==> src/rtl/uart_pkg.sv <==
// Shared types and constants for the UART transmitter.
// Imported by uart_tx and by its integration wrapper.
package uart_pkg;

  typedef enum logic [1:0] {
    IDLE  = 2'd0,
    START = 2'd1,
    DATA  = 2'd2,
    STOP  = 2'd3
  } state_t;

  localparam int CLKS_PER_BIT_DEF = 868;
  localparam int W_DEF            = 8;
  localparam int FRAME_BITS       = W_DEF + 2;

  function automatic int frame_len(int w);
    return w + 2;
  endfunction

endpackage

==> src/rtl/uart_tx.sv <==
// 8N1 UART transmitter that drains a byte FIFO.
// Pops on the last STOP cycle so queued frames run back to back.
module uart_tx
  import uart_pkg::*;
#(
  parameter int CLKS_PER_BIT = CLKS_PER_BIT_DEF,
  parameter int W            = W_DEF
) (
  input  logic         clk,
  input  logic         i_reset,
  input  logic         i_empty,
  input  logic [W-1:0] i_data,
  output logic         o_rd,
  output logic         o_tx,
  output logic         o_busy
);

  localparam int CW = $clog2(CLKS_PER_BIT);
  localparam int BI = (W > 1) ? $clog2(W) : 1;

  state_t         state;
  logic [CW-1:0]  baud_cnt;
  logic [BI-1:0]  bit_idx;
  logic [W-1:0]   shift;
  logic           tx_q;
  logic           busy_q;
  logic           last;

  assign last = (baud_cnt == CW'(CLKS_PER_BIT - 1));

  // FIFO head is only sampled when idle or on the final stop cycle
  assign o_rd = !i_reset && !i_empty &&
                ((state == IDLE) ||
                 ((state == STOP) && last));

  assign o_tx   = tx_q;
  assign o_busy = busy_q;

  always_ff @(posedge clk) begin
    if (i_reset) begin
      state    <= IDLE;
      baud_cnt <= '0;
      bit_idx  <= '0;
      shift    <= '0;
      tx_q     <= 1'b1;
      busy_q   <= 1'b0;
    end else if (o_rd) begin
      state    <= START;
      baud_cnt <= '0;
      shift    <= i_data;
      tx_q     <= 1'b0;
      busy_q   <= 1'b1;
    end else begin
      unique case (state)
        IDLE: begin
          baud_cnt <= '0;
          tx_q     <= 1'b1;
          busy_q   <= 1'b0;
        end
        START: begin
          if (last) begin
            state    <= DATA;
            baud_cnt <= '0;
            bit_idx  <= '0;
            tx_q     <= shift[0];
          end else begin
            baud_cnt <= baud_cnt + CW'(1);
          end
        end
        DATA: begin
          if (last) begin
            baud_cnt <= '0;
            shift    <= shift >> 1;
            if (bit_idx == BI'(W - 1)) begin
              state   <= STOP;
              bit_idx <= '0;
              tx_q    <= 1'b1;
            end else begin
              bit_idx <= bit_idx + BI'(1);
              tx_q    <= shift[1];
            end
          end else begin
            baud_cnt <= baud_cnt + CW'(1);
          end
        end
        STOP: begin
          if (last) begin
            state    <= IDLE;
            baud_cnt <= '0;
            tx_q     <= 1'b1;
            busy_q   <= 1'b0;
          end else begin
            baud_cnt <= baud_cnt + CW'(1);
          end
        end
        default: begin
          state  <= IDLE;
          tx_q   <= 1'b1;
          busy_q <= 1'b0;
        end
      endcase
    end
  end

endmodule

==> config.mk <==
export PLATFORM = sky130hd
export DESIGN_NAME = uart_tx
export DESIGN_NICKNAME = d
export VERILOG_FILES = /design/src/rtl/uart_pkg.sv /design/src/rtl/uart_tx.sv
export SDC_FILE = /design/constraint.sdc
export NUM_CORES = 1
export LEC_CHECK = 0
export ABC_AREA = 1
export BUFFER_PORTS_ARGS = -buffer_cell sky130_fd_sc_hd__buf_2
export CELL_PAD_IN_SITES_DETAIL_PLACEMENT = 0
export CELL_PAD_IN_SITES_GLOBAL_PLACEMENT = 1
export CORE_MARGIN = 2
export CORE_UTILIZATION = 45
export DETAILED_ROUTE_END_ITERATION = 12
export PLACE_DENSITY_LB_ADDON = 0.1
export SYNTH_ARGS = -nofsm -noshare
export SYNTH_HDL_FRONTEND = slang
export SYNTH_SLANG_ARGS = --single-unit
==> constraint.sdc <==
create_clock -name clk -period 2.5 [get_ports clk]
set_input_delay 0.5 -clock clk [delete_from_list [all_inputs] [get_ports clk]]
set_output_delay 0.5 -clock clk [all_outputs]
set_load 0.01 [all_outputs]
==> results.toml <==
[run_status]
status = "finished clean"

[critical_path]
crit_fanout = 26
critPathLaunchType = "flop"
crit_path_top_delay_cell = "dfxtp_1"
end_kind = "output pin"
cp_cell_sequence = "ha_1 -> nand2_2 -> nor2_4 -> nand3_2 -> nand2_4 -> nand2_4 -> inv_1 -> buf_2"
worstPathArrival_ns = 1.83
crit_path_frequent_cell = "nand2_4"
crit_required_ns = 2.00
crit_buf_inv = 2
crit_family = "simple AND/OR/NAND/NOR gates"
critical_path_class = "flop to output pin"
slowest_delay_ns = 0.38

[sta]
whs_ns = 0.418
maxSlewHeadroom = 0.710
max_clock_freq_mhz = 430
finalSetupViolations = 0
worstMarginPinSlew_ns = 0.434
tns_ns = 0
post-route-period-util = 0.931
rsz0062_at_grt = "false"
skew_ns = 0.00498
fin_crit_ns = 2.33
hold_viol_final = 0
maxSlewViolCount = 0

[place]
dpl.cell_count = 259
dp_hpwl_um = 2120
io_buffers = 13
gp_congestion = 0.774
dpl_cell_area_um2 = 1580

[global_route]
grt_max_degree = 27
grt_first_pass_wirelength_um = 4920
track_usage = 0.174
antenna_found_initial = 0
overflow = 0
first_global_vias = 1142

[cells_and_area]
multi_input_area_um2 = 840
areaGrowthSynthToFinish_pct = 8.79
diodes = 0
layout_common_cells = "37 x nand2_1, 28 x inv_1, 25 x nand3_1, 25 x dfxtp_1, 21 x nor2_1"
final_common_cell = "nand2_1"
n_fill_cell = 330
stdcell_count = 263
design_area_um2 = 1610
regArea_um2 = 500
fin_nets = 240
drive_gt1_frac = 0.178

[power_and_ir_drop]
p_leak_nw = 0.753
power_density_nw_per_um2 = 572
total_power_mw = 0.920
ir_drop_mv = 0.298

[clock_network]
cts_buffer_depth = 2
cts_num_sinks = 25
clk_pin_slew_ns = 0.14
numCtsBuffers = 3
h-tree-depth = 1
cts-root-buf = "clkbuf_4"
cts_setup_buffers = 0
cts_hold_buffers = 0
clk-insertion-delay-late_ns = 0.32
post_cts_resized = 0
tritoncts = "yes"

[floorplan]
die_area_um2 = 3760
ios = 14
rows = 20
initial_core_util = 0.477
die_h_um = 61.4
core_area_um2 = 3100
die_x_um = 61.4

[logic_synthesis]
yosys.area.top_type = "dfxtp_1"
syn-num-nets = 224
synth_cells = 204
syn_area_um2 = 1480
ys_seq_elements = 25
yosys_warnings = 0
synthDominantCellAreaShare = 0.338
seq_area_frac_synth = 0.338
synth_area_per_cell_um2 = 7.26
synth.area.top_cells = "dfxtp_1 34%, nand2_1 9.4%, nand3_1 8.5%, ha_1 7.6%, inv_1 7.1%"
ys_types = 27

[job]
maxCapViolCount = 0

[drt]
viasPerCell = 4.86
antenna_left = 0
routedWlPerCell_um = 11.1
vias = 1279
firstDrtPassIters = 4
finalWirelength_um = 2920
drtIter0Drc = 47
drcViolationCount = 0

[worst_hold_path]
min_path_type = "primary input to flop"
[metal layers]
metal	track usage	wire length, µm	part of all wire	vias up
met5	0	0	0	-
met4	0.0456	27	0.0092	0
met3	0.0315	74	0.025	4
met2	0.290	1390	0.48	12
met1	0.232	1430	0.49	581
li1	-	-	-	682
[registers in the layout, indices dropped and copies added, names as in the netlist]
signal    flops
bit_idx       3
state         2
o_tx          1
o_busy        1
shift         8
baud_cnt     10
[worst register-to-register path, delay by kind of cell (launching register included)]
kind	cells	cell delay [ns]
buffers and inverters	1	0.11
adders and majority gates	1	0.22
and+or+nand+nor	6	0.78
DFF	1	0.41
AOI/OAI and AO/OA	1	0.11
[where the power goes]
group / leakage (nW) / total (mW) / internal [mW] / switching (mW)
clock network: 0.0150 / 0.186 / 0.0624 / 0.123
logic: 0.534 / 0.270 / 0.103 / 0.167
registers: 0.204 / 0.465 / 0.441 / 0.0245
total: 0.753 / 0.920 / 0.606 / 0.315
[area by class of cell]
class	count	share of cell area
well taps	44	0.0342
multi-input cells	146	0.521
clock buffers	4	0.0163
inverters	29	0.0676
repair buffers	15	0.0497
flip-flops and latches	25	0.311
[per-stage QoR]
stage,setup slack [ns],utilization
final,0.172,0.519
after global routing,0.0290,0.519
after CTS,0.164,0.519
after detailed placement,0.542,0.510
after global placement,0.578,0.510
after floorplan,0.733,-
[cells by family after synthesis]
kind of cell | count (synthesis) | synth area share
xor+xnor | 6 | 0.0355
buf+inv | 33 | 0.0947
simple gates | 113 | 0.392
flops | 25 | 0.338
fa+ha+maj | 9 | 0.0761
compound gates | 18 | 0.0634
[cell usage after synthesis]
library cell	n
nor2_2	6
xnor2_1	1
xor2_1	5
dfxtp_1	25
o21ai_0	5
nand3_2	2
a21oi_2	1
nand3b_1	1
buf_2	1
or2_1	2
o21ai_1	1
or2_2	1
nand4_1	8
a21oi_1	11
nand2_2	4
nor3_4	1
nand2_4	2
nand3_1	25
inv_1	28
nor2_4	2
nand3_4	1
clkbuf_1	1
inv_2	1
ha_1	9
nand2_1	37
nor2_1	21
buf_6	2
[path summary, 6_finish.rpt]
check	start	cells past startpoint	endpoint	slack [ns]
worst max-delay path	baud_cnt[0]	8	o_rd	0.17
worst max register to register	state[0]	9	state[0]	0.81
worst min register to register	baud_cnt[0]	1	baud_cnt[0]	0.46
worst min-delay path	i_reset	2	shift[7]	0.42
Power figures use the tool's default switching activity.
